===== src/rtl/decode_sequencer_if.sv =====
// Instruction / micro-op bus for decode_sequencer.
//   master : the sequencer (accepts instructions, issues register-file micro-ops)
//   slave  : the environment (offers instructions, consumes micro-ops)
// Signals:
//   in_valid/in_ready/instr       instruction handshake
//   uop_valid/uop_ready/uop_we    micro-op handshake and direction
//   nsel/readnum/writenum         register select (one-hot) and index
//   opcode/op/ALUop/shift         fields of the latched instruction
//   sximm5/sximm8                 sign-extended immediates (DW bits)
//   done/illegal                  completion / trap pulses
interface decode_sequencer_if #(
  parameter int unsigned DW = 16
) ();
  logic          in_valid;
  logic          in_ready;
  logic [15:0]   instr;
  logic          uop_valid;
  logic          uop_ready;
  logic          uop_we;
  logic [2:0]    nsel;
  logic [2:0]    readnum;
  logic [2:0]    writenum;
  logic [2:0]    opcode;
  logic [1:0]    op;
  logic [1:0]    ALUop;
  logic [1:0]    shift;
  logic [DW-1:0] sximm5;
  logic [DW-1:0] sximm8;
  logic          done;
  logic          illegal;

  modport master (
    input  in_valid, instr, uop_ready,
    output in_ready, uop_valid, uop_we, nsel, readnum, writenum,
           opcode, op, ALUop, shift, sximm5, sximm8, done, illegal
  );

  modport slave (
    output in_valid, instr, uop_ready,
    input  in_ready, uop_valid, uop_we, nsel, readnum, writenum,
           opcode, op, ALUop, shift, sximm5, sximm8, done, illegal
  );
endinterface


===== src/rtl/decode_sequencer.sv =====
// decode_sequencer: accepts a 16-bit instruction over a valid/ready handshake,
// latches it, and walks the register-file micro-ops it needs (read Rn, read
// Rm, read Rd, write) one handshake at a time, then pulses done.
// Ports:
//   clk      rising-edge clock
//   reset_n  synchronous active-low reset
//   bus      decode_sequencer_if.master (see interface file)
// Build option:
//   DECODE_ILLEGAL_TRAP_EN  defined  : unlisted encodings pulse illegal and
//                                      return to IDLE without done
//                           undefined: unlisted encodings act as NOP (done
//                                      only); illegal tied 0
module decode_sequencer #(
  parameter int unsigned DW = 16
) (
  input  logic               clk,
  input  logic               reset_n,
  decode_sequencer_if.master bus
);

  typedef enum logic [2:0] {
    IDLE  = 3'd0,
    S_RN  = 3'd1,
    S_RM  = 3'd2,
    S_RDR = 3'd3,
    S_WR  = 3'd4,
    S_FIN = 3'd5
  } state_t;

  // Which micro-ops an instruction needs; all-zero means unlisted encoding.
  typedef struct packed {
    logic rn;
    logic rm;
    logic rdr;
    logic wr;
  } plan_t;

  function automatic plan_t plan_of(input logic [4:0] opc_op);
    plan_t p;
    p = '0;
    case (opc_op)
      5'b110_10:          p.wr = 1'b1;                              // MOV-imm
      5'b110_00:          begin p.rm = 1'b1; p.wr = 1'b1; end       // MOV-reg
      5'b101_00,
      5'b101_10:          begin p.rn = 1'b1; p.rm = 1'b1; p.wr = 1'b1; end
      5'b101_01:          begin p.rn = 1'b1; p.rm = 1'b1; end       // CMP
      5'b101_11:          begin p.rm = 1'b1; p.wr = 1'b1; end       // MVN
      5'b011_00:          begin p.rn = 1'b1; p.wr = 1'b1; end       // LDR
      5'b100_00:          begin p.rn = 1'b1; p.rdr = 1'b1; end      // STR
      default:            p = '0;
    endcase
    return p;
  endfunction

  // Every sequence is an ordered subset of RN, RM, RDR, WR, so the next
  // state is the first needed micro-op after the current one.
  function automatic state_t step(input state_t from, input plan_t p);
    state_t nxt;
    nxt = S_FIN;
    if (p.wr  && (from inside {IDLE, S_RN, S_RM, S_RDR})) nxt = S_WR;
    if (p.rdr && (from inside {IDLE, S_RN, S_RM}))        nxt = S_RDR;
    if (p.rm  && (from inside {IDLE, S_RN}))              nxt = S_RM;
    if (p.rn  && (from == IDLE))                          nxt = S_RN;
    return nxt;
  endfunction

  state_t      state_q, state_d;
  logic [15:0] instr_q, instr_d;
  logic        in_ready_q, in_ready_d;
  logic        uop_valid_q, uop_valid_d;
  logic        uop_we_q, uop_we_d;
  logic [2:0]  nsel_q, nsel_d;
  logic [2:0]  num_q, num_d;
  logic        done_q, done_d;
`ifdef DECODE_ILLEGAL_TRAP_EN
  logic        illegal_q, illegal_d;
`endif
  logic        accept;
  plan_t       plan_in;

  always_comb begin
    accept   = bus.in_valid & in_ready_q;
    plan_in  = plan_of(bus.instr[15:11]);
    state_d  = state_q;
    instr_d  = instr_q;
`ifdef DECODE_ILLEGAL_TRAP_EN
    illegal_d = 1'b0;
`endif

    case (state_q)
      IDLE: begin
        if (accept) begin
          instr_d = bus.instr;
`ifdef DECODE_ILLEGAL_TRAP_EN
          if (plan_in == '0) begin
            state_d   = IDLE;
            illegal_d = 1'b1;
          end else begin
            state_d = step(IDLE, plan_in);
          end
`else
          // An empty plan steps straight to S_FIN: NOP with done only.
          state_d = step(IDLE, plan_in);
`endif
        end
      end
      S_RN, S_RM, S_RDR, S_WR: begin
        if (bus.uop_ready) state_d = step(state_q, plan_of(instr_q[15:11]));
      end
      S_FIN:   state_d = IDLE;
      default: state_d = IDLE;
    endcase

    // Outputs are registered, so decode them from the state being entered.
    in_ready_d  = (state_d == IDLE);
    uop_valid_d = (state_d inside {S_RN, S_RM, S_RDR, S_WR});
    uop_we_d    = (state_d == S_WR);
    done_d      = (state_d == S_FIN);
    nsel_d      = 3'b000;
    num_d       = 3'd0;
    case (state_d)
      S_RN:  begin nsel_d = 3'b100; num_d = instr_d[10:8]; end
      S_RM:  begin nsel_d = 3'b001; num_d = instr_d[2:0];  end
      S_RDR: begin nsel_d = 3'b010; num_d = instr_d[7:5];  end
      S_WR: begin
        // MOV-imm writes Rn; every other writer targets Rd.
        if (instr_d[15:11] == 5'b110_10) begin
          nsel_d = 3'b100;
          num_d  = instr_d[10:8];
        end else begin
          nsel_d = 3'b010;
          num_d  = instr_d[7:5];
        end
      end
      default: begin
        nsel_d = 3'b000;
        num_d  = 3'd0;
      end
    endcase
  end

  always_ff @(posedge clk) begin
    if (!reset_n) begin
      state_q     <= IDLE;
      instr_q     <= '0;
      in_ready_q  <= 1'b0;
      uop_valid_q <= 1'b0;
      uop_we_q    <= 1'b0;
      nsel_q      <= '0;
      num_q       <= '0;
      done_q      <= 1'b0;
`ifdef DECODE_ILLEGAL_TRAP_EN
      illegal_q   <= 1'b0;
`endif
    end else begin
      state_q     <= state_d;
      instr_q     <= instr_d;
      in_ready_q  <= in_ready_d;
      uop_valid_q <= uop_valid_d;
      uop_we_q    <= uop_we_d;
      nsel_q      <= nsel_d;
      num_q       <= num_d;
      done_q      <= done_d;
`ifdef DECODE_ILLEGAL_TRAP_EN
      illegal_q   <= illegal_d;
`endif
    end
  end

  assign bus.in_ready  = in_ready_q;
  assign bus.uop_valid = uop_valid_q;
  assign bus.uop_we    = uop_we_q;
  assign bus.nsel      = nsel_q;
  assign bus.readnum   = num_q;
  assign bus.writenum  = num_q;
  assign bus.done      = done_q;
`ifdef DECODE_ILLEGAL_TRAP_EN
  assign bus.illegal   = illegal_q;
`else
  assign bus.illegal   = 1'b0;
`endif

  assign bus.opcode = instr_q[15:13];
  assign bus.op     = instr_q[12:11];
  assign bus.ALUop  = instr_q[12:11];
  assign bus.shift  = instr_q[4:3];
  assign bus.sximm5 = {{(DW-5){instr_q[4]}}, instr_q[4:0]};
  assign bus.sximm8 = {{(DW-8){instr_q[7]}}, instr_q[7:0]};

endmodule


===== src/flat_wrapper.sv =====
// flat-port wrapper written by rule: the top's interface ports become plain ports
module decode_sequencer_flat 
#(
  parameter int unsigned DW = 16
)
  (clk, reset_n, bus_in_valid, bus_instr, bus_uop_ready, bus_in_ready, bus_uop_valid, bus_uop_we, bus_nsel, bus_readnum, bus_writenum, bus_opcode, bus_op, bus_ALUop, bus_shift, bus_sximm5, bus_sximm8, bus_done, bus_illegal);
  decode_sequencer_if #(.DW(DW)) bus_i ();
  input  logic clk;
  input  logic reset_n;
  input wire logic [$bits(bus_i.in_valid)-1:0] bus_in_valid;
  input wire logic [$bits(bus_i.instr)-1:0] bus_instr;
  input wire logic [$bits(bus_i.uop_ready)-1:0] bus_uop_ready;
  output wire logic [$bits(bus_i.in_ready)-1:0] bus_in_ready;
  output wire logic [$bits(bus_i.uop_valid)-1:0] bus_uop_valid;
  output wire logic [$bits(bus_i.uop_we)-1:0] bus_uop_we;
  output wire logic [$bits(bus_i.nsel)-1:0] bus_nsel;
  output wire logic [$bits(bus_i.readnum)-1:0] bus_readnum;
  output wire logic [$bits(bus_i.writenum)-1:0] bus_writenum;
  output wire logic [$bits(bus_i.opcode)-1:0] bus_opcode;
  output wire logic [$bits(bus_i.op)-1:0] bus_op;
  output wire logic [$bits(bus_i.ALUop)-1:0] bus_ALUop;
  output wire logic [$bits(bus_i.shift)-1:0] bus_shift;
  output wire logic [$bits(bus_i.sximm5)-1:0] bus_sximm5;
  output wire logic [$bits(bus_i.sximm8)-1:0] bus_sximm8;
  output wire logic [$bits(bus_i.done)-1:0] bus_done;
  output wire logic [$bits(bus_i.illegal)-1:0] bus_illegal;
  assign bus_i.in_valid = bus_in_valid;
  assign bus_i.instr = bus_instr;
  assign bus_i.uop_ready = bus_uop_ready;
  assign bus_in_ready = bus_i.in_ready;
  assign bus_uop_valid = bus_i.uop_valid;
  assign bus_uop_we = bus_i.uop_we;
  assign bus_nsel = bus_i.nsel;
  assign bus_readnum = bus_i.readnum;
  assign bus_writenum = bus_i.writenum;
  assign bus_opcode = bus_i.opcode;
  assign bus_op = bus_i.op;
  assign bus_ALUop = bus_i.ALUop;
  assign bus_shift = bus_i.shift;
  assign bus_sximm5 = bus_i.sximm5;
  assign bus_sximm8 = bus_i.sximm8;
  assign bus_done = bus_i.done;
  assign bus_illegal = bus_i.illegal;
  decode_sequencer #(.DW(DW)) u_core (.clk(clk), .reset_n(reset_n), .bus(bus_i));
endmodule

===== config.mk =====
export PLATFORM = sky130hd
export DESIGN_NAME = decode_sequencer_flat
export DESIGN_NICKNAME = d
export VERILOG_FILES = /design/src/rtl/decode_sequencer_if.sv /design/src/rtl/decode_sequencer.sv /design/src/flat_wrapper.sv
export SDC_FILE = /design/constraint.sdc
export NUM_CORES = 1
export LEC_CHECK = 0
export BUFFER_PORTS_ARGS = -buffer_cell sky130_fd_sc_hd__clkbuf_2
export CAP_MARGIN = 10
export CORE_MARGIN = 2
export CORE_UTILIZATION = 45
export DETAILED_ROUTE_END_ITERATION = 12
export MAX_ROUTING_LAYER = met4
export PLACE_DENSITY_LB_ADDON = 0.1
export SKIP_CTS_REPAIR_TIMING = 1
export SYNTH_ARGS = -nofsm -noshare
export SYNTH_HDL_FRONTEND = slang
export SYNTH_SLANG_ARGS = --single-unit

===== constraint.sdc =====
create_clock -name clk -period 3.91 [get_ports clk]
set_input_delay 0.782 -clock clk [delete_from_list [all_inputs] [get_ports clk]]
set_output_delay 0.782 -clock clk [all_outputs]
set_load 0.05 [all_outputs]

==> impl_metrics.env, run 1 <==
export IMPL_status="complete, no violations"
export IMPL_cts_sinks=29
export IMPL_diodes=0
export IMPL_synth_fp_nets=238
export IMPL_synthCells=218
export IMPL_ys_types=43
export IMPL_drive_above_1_share=0.3455
export IMPL_synth_edff_count=0
export IMPL_ys_warn_count=0
export IMPL_placed_cell_area_sq_um=1824
export IMPL_finClkSkew_ps=8.061
export IMPL_worstSetupStartpointType="primary input"
export IMPL_vias=1477
export IMPL_endpoint_kind="flip-flop"
export IMPL_rsz0062_at_grt="false"
export IMPL_cts_tree="done"
export IMPL_drc=0
export IMPL_fin_area_sq_um=1904
export IMPL_grt_max_degree=26
export IMPL_syn_area_sq_um=1777
export IMPL_die_area_sq_um=4467
export IMPL_finalSetupViolCount=0
export IMPL_yosys_most_used_dff="dfxtp_1"
export IMPL_grt_overflow=0
export IMPL_drv_slew=0
export IMPL_critPathLaunch="bus_in_valid"
export IMPL_ios=75
export IMPL_wl_per_cell_um=12.38
export IMPL_ys_ff_latch=29
export IMPL_clockBufferDepth=2
export IMPL_hp_class="flip-flop to flip-flop"
export IMPL_die_h_um=66.84
export IMPL_critPathKind="primary input to flip-flop"
export IMPL_seq_area_frac_synth=0.3268
export IMPL_io_buffers=73
export IMPL_max_vdd_ir_drop_v=0.0003030
export IMPL_cts_root_buf="clkbuf_8"
export IMPL_layout_common_cells="73 x clkbuf_2, 29 x nand2_1, 29 x dfxtp_1"
export IMPL_insertion_delay_ps=280
export IMPL_grt_pass1_wl_um=5547
export IMPL_ys_async_sr_fraction=0
export IMPL_fin_tns_setup_ps=0
export IMPL_drt_iter0_drc=106
export IMPL_dr_pass1_iters=4
export IMPL_dieWidth_um=66.84
export IMPL_arrival_ps=2780
export IMPL_slew_headroom=0.4852
export IMPL_clk_pin_slew_worst_paths_ps=60
export IMPL_globalplace_congestion=0.8010
export IMPL_wirelength_um=3640
export IMPL_htreeDepth=2
export IMPL_final_hold_viol_count=0
export IMPL_worstReg2RegEnd="u_core.bus.readnum[2]"
export IMPL_drv_cap=0
export IMPL_hpwl_um=2672
export IMPL_drtAntennaViolNets=0
export IMPL_power_density_nw_per_um2=694.9
export IMPL_leakage_nw=0.8690
export IMPL_rows=22
export IMPL_area_growth_pct=7.183
export IMPL_reg2reg_depth=6
export IMPL_r2r_start="u_core.state_q[1]"
export IMPL_grt_pass1_vias=1185
export IMPL_tightest_slew_ps=771.3
export IMPL_crit_fanout=21
export IMPL_start_util=0.4781
export IMPL_final_common_cell="clkbuf_2"
export IMPL_cts_made_buffers=5
export IMPL_fmax_ghz=0.3856
export IMPL_core_area_sq_um=3716
export IMPL_r2r_slack_ps=1380
export IMPL_synth_area_per_cell_sq_um=8.150
export IMPL_period_share=0.6633
export IMPL_cp_endpoint="u_core.bus.readnum[2]"
export IMPL_antenna_found_initial=0
export IMPL_final_nets=265
export IMPL_via_per_inst=5.024
export IMPL_cp_required_ps=4090
export IMPL_grt_usage=0.1721
export IMPL_period_minus_slack_ps=2593
-- area by class of cell --
type / count / area [sq um]
multi-input cells: 132 / 799.5
clock buffers: 8 / 80.08
inverters: 3 / 11.26
well taps: 48 / 60.06
repair buffers: 74 / 372.9
flip-flops and latches: 29 / 580.6
fillers: 363 / 1812
-- logic make-up after synthesis --
kind of cell | synth area share
mux | 0.06338
buf+inv | 0.2232
xor+xnor | 0.009861
simple gates | 0.2422
flops | 0.3268
other cells | 0.002111
compound gates | 0.1324
-- critical path, stage by stage --
cell and delay (ps):
clkbuf_2 90, and4b_2 540, mux2i_1 470, mux2_2 380, or3_1 300, a311oi_1 200
-- metal layers --
metal / share of wire / up-vias / GRT usage
met5: 0 / - / -
met4: 0.012 / 0 / 0.06888
met3: 0.074 / 5 / 0.04054
met2: 0.43 / 60 / 0.2575
met1: 0.49 / 650 / 0.2238
li1: - / 762 / -
-- synth_stat cells (2+ instances only) --
cell | number | share of area
nor3b_1 | 2 | 0.0084
o21ai_0 | 3 | 0.0084
a311oi_1 | 3 | 0.015
and2_1 | 3 | 0.011
a21oi_1 | 15 | 0.042
nand2_1 | 29 | 0.061
a211o_1 | 2 | 0.0099
nand4_1 | 2 | 0.0070
mux2_2 | 2 | 0.013
nor2_1 | 15 | 0.032
nand4b_1 | 3 | 0.015
buf_2 | 2 | 0.0056
inv_1 | 3 | 0.0063
clkbuf_1 | 5 | 0.011
nor3_1 | 5 | 0.014
o211ai_1 | 2 | 0.0084
nand3_1 | 4 | 0.011
a21boi_0 | 3 | 0.013
buf_4 | 46 | 0.19
nand2b_1 | 4 | 0.014
nor2b_1 | 2 | 0.0070
or3_1 | 4 | 0.014
xor2_1 | 2 | 0.0099
dfxtp_1 | 29 | 0.33
mux2i_1 | 9 | 0.051
nor4_1 | 2 | 0.0070
-- power by group --
group          switching, mW  internal (mW)  total [mW]
sequential            0.0481          0.350       0.398
combinational          0.523          0.170       0.693
clock                  0.106          0.126       0.232
-- through the flow --
| step | utilization | setup slack, ps | power (mW) | instances | hold WS, ps |
|---|---|---|---|---|---|
| floorplan | - | 1583 | 1.051 | 218 | 457.9 |
| global placement | 0.4909 | 1031 | 1.104 | 286 | 470.1 |
| detailed placement | 0.4909 | 1003 | 1.103 | 286 | 480.8 |
| CTS | 0.5125 | 1319 | 1.336 | 294 | 489.2 |
| global route | 0.5125 | 1115 | 1.408 | 294 | 524.4 |
| finish | 0.5125 | 1317 | 1.323 | 294 | 490.4 |
-- worst min-delay path by stage --
| stage | startpoint | endpoint | slack (ps) | cells past startpoint |
|---|---|---|---|---|
| finish | u_core.instr_q[3] | u_core.instr_q[3] | 490 | 2 |
| floorplan | u_core.instr_q[9] | u_core.instr_q[9] | 460 | 2 |
| global placement | u_core.instr_q[3] | u_core.instr_q[3] | 470 | 2 |
| detailed placement | u_core.instr_q[3] | u_core.instr_q[3] | 480 | 2 |
| global route | u_core.instr_q[1] | u_core.instr_q[1] | 520 | 2 |
| CTS | u_core.instr_q[3] | u_core.instr_q[3] | 490 | 2 |
-- flip-flops by register name (all words and copies together) (netlist names) --
name / cells
u_core.bus.done: 1
u_core.bus.uop_valid: 1
u_core.bus.in_ready: 1
u_core.bus.readnum: 3
u_core.bus.nsel: 3
u_core.instr_q: 16
u_core.bus.uop_we: 1
u_core.state_q: 3
No activity file was read; power rests on OpenSTA's default activity.
==> run 2: changes to the inputs <==
==> constraint.sdc (replaced) <==
create_clock -name clk -period 2.7 [get_ports clk]
set_input_delay 0.54 -clock clk [delete_from_list [all_inputs] [get_ports clk]]
set_output_delay 0.54 -clock clk [all_outputs]
set_load 0.05 [all_outputs]
==> impl_metrics.env, run 2 (synthesized netlist as in run 1, its figures left out) <==
export IMPL_rsz0062_at_grt="false"
export IMPL_start_util=0.4781
export IMPL_critPathMaxStageDelay_ps=420
export IMPL_htreeDepth=2
export IMPL_io_buffers=73
export IMPL_switching_share=0.5108
export IMPL_cp_required_ps=2880
export IMPL_via_per_inst=5.064
export IMPL_grt_pass1_wl_um=5989
export IMPL_nFillCells=384
export IMPL_area_growth_pct=9.014
export IMPL_die_area_sq_um=4467
export IMPL_drv_slew=0
export IMPL_regMostFlops="u_core.instr_q"
export IMPL_arrival_ps=2430
export IMPL_rows=22
export IMPL_period_share=0.8307
export IMPL_fmax_ghz=0.4459
export IMPL_hold_ws_ps=484.3
export IMPL_cts_tree="done"
export IMPL_r2r_start="u_core.instr_q[15]"
export IMPL_hold_end="u_core.instr_q[3]"
export IMPL_grt_pass1_vias=1290
export IMPL_power_share_clock=0.173
export IMPL_vias=1509
export IMPL_critPathTopFamily="multiplexers"
export IMPL_final_nets=269
export IMPL_drc=0
export IMPL_r2r_slack_ps=460
export IMPL_cts_root_buf="clkbuf_8"
export IMPL_max_vdd_ir_drop_v=0.0003772
export IMPL_clk_pin_slew_worst_paths_ps=60
export IMPL_min_from="bus_instr[3]"
export IMPL_min_path_cells=3
export IMPL_crit_path_top_delay_cell="dfxtp_1"
export IMPL_crit_buf_inv=0
export IMPL_clockBufferDepth=2
export IMPL_p_sw_mw=1.002
export IMPL_layout_common_cells="73 x clkbuf_2, 29 x nand2_1, 29 x dfxtp_1"
export IMPL_cts_sinks=29
export IMPL_worstSetupStartpointType="flip-flop"
export IMPL_cts_made_buffers=5
export IMPL_drive_above_1_share=0.3640
export IMPL_slew_headroom=0.4771
export IMPL_final_core_util=0.5212
export IMPL_finClkSkew_ps=3.182
export IMPL_globalplace_congestion=0.7570
export IMPL_reg2reg_depth=6
export IMPL_antenna_found_initial=0
export IMPL_grt_usage=0.1838
export IMPL_crit_fanout=6
export IMPL_critPathLaunch="u_core.instr_q[15]"
export IMPL_critPathKind="flip-flop to flip-flop"
export IMPL_die_h_um=66.84
export IMPL_hpwl_um=2717
export IMPL_dr_pass1_iters=4
export IMPL_grt_overflow=0
export IMPL_hp_class="primary input to flip-flop"
export IMPL_p_seq_frac=0.294
export IMPL_tightest_slew_ps=783.5
export IMPL_period_minus_slack_ps=2243
export IMPL_fin_tns_setup_ps=0
export IMPL_p_int_uw=959.9
export IMPL_ios=75
export IMPL_drtAntennaViolNets=0
export IMPL_grt_max_degree=26
export IMPL_power_density_nw_per_um2=1013
export IMPL_endpoint_kind="flip-flop"
export IMPL_wl_per_cell_um=12.42
export IMPL_largest_reg_flops=16
export IMPL_core_area_sq_um=3716
export IMPL_finalSetupViolCount=0
export IMPL_dieWidth_um=66.84
export IMPL_insertion_delay_ps=270
export IMPL_diodes=0
export IMPL_drt_iter0_drc=84
export IMPL_status="complete, no violations"
export IMPL_leakage_nw=0.8939
export IMPL_worstReg2RegEnd="u_core.bus.readnum[0]"
export IMPL_final_common_cell="clkbuf_2"
export IMPL_crit_path_cell_trace="nor2b_1 -> nand4b_1 -> mux2i_1 -> mux2_2 -> or3_1 -> a311oi_1"
export IMPL_drv_cap=0
export IMPL_p_comb_frac=0.533
export IMPL_wirelength_um=3701
export IMPL_final_hold_viol_count=0
==> run 2: cell types whose count changed in the layout (fill, tap and decap cells not counted) <==
cell,previous run,this run
clkinv_2,0,2
buf_4,1,5
clkbuf_1,3,1
==> run 2: layout make-up <==
| type | instances | area, sq um | area share |
|---|---|---|---|
| Clock inverter | 2 | 10.01 | 0.005168 |
| Sequential cell | 29 | 580.6 | 0.2997 |
| Tap cell | 48 | 60.06 | 0.03101 |
| Clock buffer | 6 | 72.57 | 0.03747 |
| Inverter | 3 | 11.26 | 0.005814 |
| Multi-Input combinational cell | 132 | 799.5 | 0.4128 |
| Timing Repair Buffer | 78 | 402.9 | 0.2080 |
==> run 2: stage by stage <==
step	std cells	power [mW]	setup WS (ps)	cell area, sq um
floorplan	218	1.522	476.3	1777
global placement	290	1.634	308.7	1854
detailed placement	290	1.634	182.9	1854
CTS	298	1.975	451.0	1937
global route	298	2.103	253.3	1937
finish	298	1.962	457.2	1937
==> run 2: worst register-to-register path, stage by stage, from the launching register on <==
cell	delay, ps
dfxtp_1	420
nor2b_1	240
nand4b_1	200
mux2i_1	400
mux2_2	380
or3_1	310
a311oi_1	200
==> run 2: worst max path at each step <==
stage                                  endpoint  slack, ps  cells after the start
after floorplan           u_core.bus.readnum[0]        480                      5
after detailed placement  u_core.bus.readnum[2]        180                      7
final                     u_core.bus.readnum[0]        460                      6
after global routing      u_core.bus.readnum[2]        250                      6
after global placement    u_core.bus.readnum[0]        310                      7
after CTS                 u_core.bus.readnum[0]        450                      6
==> run 2: power groups by stage <==
stage	clock, mW	combinational (mW)	sequential (mW)
after global routing	0.372	1.14	0.593
final	0.340	1.05	0.577
after global placement	0	1.05	0.584
after CTS	0.346	1.05	0.578
after detailed placement	0	1.05	0.586
after floorplan	0	0.837	0.685
==> run 2: routing by layer <==
metal  track usage  share of wire  up-vias
met2        0.2613           0.43       61
met3       0.05743          0.076        6
met5             -              0        -
met4       0.05357          0.012        0
met1        0.2500           0.48      673
li1              -              -      769
==> run 3: changes to the inputs <==
==> constraint.sdc (replaced) <==
create_clock -name clk -period 2.2 [get_ports clk]
set_input_delay 0.44 -clock clk [delete_from_list [all_inputs] [get_ports clk]]
set_output_delay 0.44 -clock clk [all_outputs]
set_load 0.05 [all_outputs]
==> impl_metrics.env, run 3 (synthesized netlist as in run 1, its figures left out) <==
export IMPL_crit_path_cell_trace="nor2b_2 -> nand4b_1 -> mux2i_1 -> buf_4 -> mux2_2 -> or3_1 -> a311oi_2"
export IMPL_drt_iter0_drc=78
export IMPL_leakage_nw=0.9600
export IMPL_io_buffers=73
export IMPL_core_area_sq_um=3716
export IMPL_met2_usage=0.2925
export IMPL_clockBufferDepth=2
export IMPL_top_usage_layer="met2"
export IMPL_dieWidth_um=66.84
export IMPL_crit_buf_inv=1
export IMPL_cts_root_buf="clkbuf_8"
export IMPL_drtAntennaViolNets=0
export IMPL_met3_usage=0.05574
export IMPL_grt_pass1_vias=1348
export IMPL_crit_fanout=6
export IMPL_drive_above_1_share=0.4226
export IMPL_final_nets=284
export IMPL_cp_required_ps=2390
export IMPL_hpwl_um=2961
export IMPL_power_density_nw_per_um2=1233
export IMPL_fin_ws_ps=185.5
export IMPL_regMostFlops="u_core.instr_q"
export IMPL_clk_pin_slew_worst_paths_ps=60
export IMPL_insertion_delay_ps=280
export IMPL_pre_cts_ws_ps=19.53
export IMPL_finalSetupViolCount=0
export IMPL_grt_usage=0.1896
export IMPL_grt_overflow=0
export IMPL_critPathMaxStageDelay_ps=370
export IMPL_final_core_util=0.5562
export IMPL_start_util=0.4781
export IMPL_ios=75
export IMPL_via_per_inst=4.933
export IMPL_fmax_ghz=0.4964
export IMPL_period_minus_slack_ps=2015
export IMPL_cts_sinks=29
export IMPL_final_hold_viol_count=0
export IMPL_drv_slew=0
export IMPL_layout_common_cells="73 x clkbuf_2, 28 x nand2_1, 26 x dfxtp_1"
export IMPL_nFillCells=373
export IMPL_wirelength_um=3860
export IMPL_rsz0062_at_grt="false"
export IMPL_vias=1544
export IMPL_fin_tns_setup_ps=0
export IMPL_hp_class="primary input to flip-flop"
export IMPL_use_met1=0.2332
export IMPL_diodes=0
export IMPL_wl_per_cell_um=12.33
export IMPL_critPathTopFamily="simple AND/OR/NAND/NOR gates"
export IMPL_globalplace_congestion=0.7969
export IMPL_finClkSkew_ps=4.406
export IMPL_grt_max_degree=16
export IMPL_status="complete, no violations"
export IMPL_largest_reg_flops=16
export IMPL_cts_tree="done"
export IMPL_antenna_found_initial=0
export IMPL_rows=22
export IMPL_die_area_sq_um=4467
export IMPL_max_vdd_ir_drop_v=0.0004899
export IMPL_grt_pass1_wl_um=6113
export IMPL_cts_made_buffers=5
export IMPL_area_growth_pct=16.34
export IMPL_final_common_cell="clkbuf_2"
export IMPL_arrival_ps=2200
export IMPL_drv_cap=0
export IMPL_htreeDepth=2
export IMPL_critPathKind="flip-flop to flip-flop"
export IMPL_dr_pass1_iters=5
export IMPL_endpoint_kind="flip-flop"
export IMPL_period_share=0.9157
export IMPL_worstSetupStartpointType="flip-flop"
export IMPL_drc=0
export IMPL_die_h_um=66.84
export IMPL_crit_path_top_delay_cell="dfxtp_2"
==> run 3: cell types whose count changed in the layout (fill, tap and decap cells not counted), moves of 2 or more <==
cell | before | now
buf_4 | 5 | 20
clkbuf_1 | 1 | 3
clkinv_2 | 2 | 0
dfxtp_1 | 29 | 26
dfxtp_2 | 0 | 3
==> run 3: path summary, 6_finish.rpt <==
kind                 startpoint               endpoint  slack, ps  cells after the start
min                bus_instr[3]      u_core.instr_q[3]        380                      3
min reg2reg   u_core.instr_q[3]      u_core.instr_q[3]        490                      2
max reg2reg  u_core.instr_q[15]  u_core.bus.readnum[0]        190                      7
max          u_core.instr_q[15]  u_core.bus.readnum[0]        190                      7
==> run 3: stage by stage <==
step	cell area [sq um]	power, mW	cells	hold WS [ps]
after global placement	1968	2.127	305	471.4
after global routing	2067	2.725	313	384.6
after floorplan	1778	1.870	218	457.9
after CTS	2048	2.551	313	375.0
final	2067	2.549	313	378.4
after detailed placement	1968	2.132	305	480.9
==> run 3: power breakdown <==
group / switching, mW / internal (mW)
Combinational: 0.979 / 0.443
Clock: 0.193 / 0.224
Sequential: 0.0853 / 0.624
Total: 1.26 / 1.29
==> run 3: final cells by class <==
class | instances | area, sq um | area share
clock buffer | 8 | 80.08 | 0.03874
multi-input combinational | 132 | 815.8 | 0.3947
tap | 48 | 60.06 | 0.02906
timing repair buffer | 93 | 515.5 | 0.2494
sequential | 29 | 584.3 | 0.2827
inverter | 3 | 11.26 | 0.005448
==> run 3: tightest hold or removal path: cells and delay by family <==
family / cells / cell delay [ps]
buf+inv: 1 / 80
compound gates: 1 / 50
simple gates: 1 / 40
==> run 3: per-layer routing <==
metal	up-vias	routed length, um
met5	-	0
met4	0	46
met3	7	315
met2	63	1661
met1	678	1837
li1	796	-
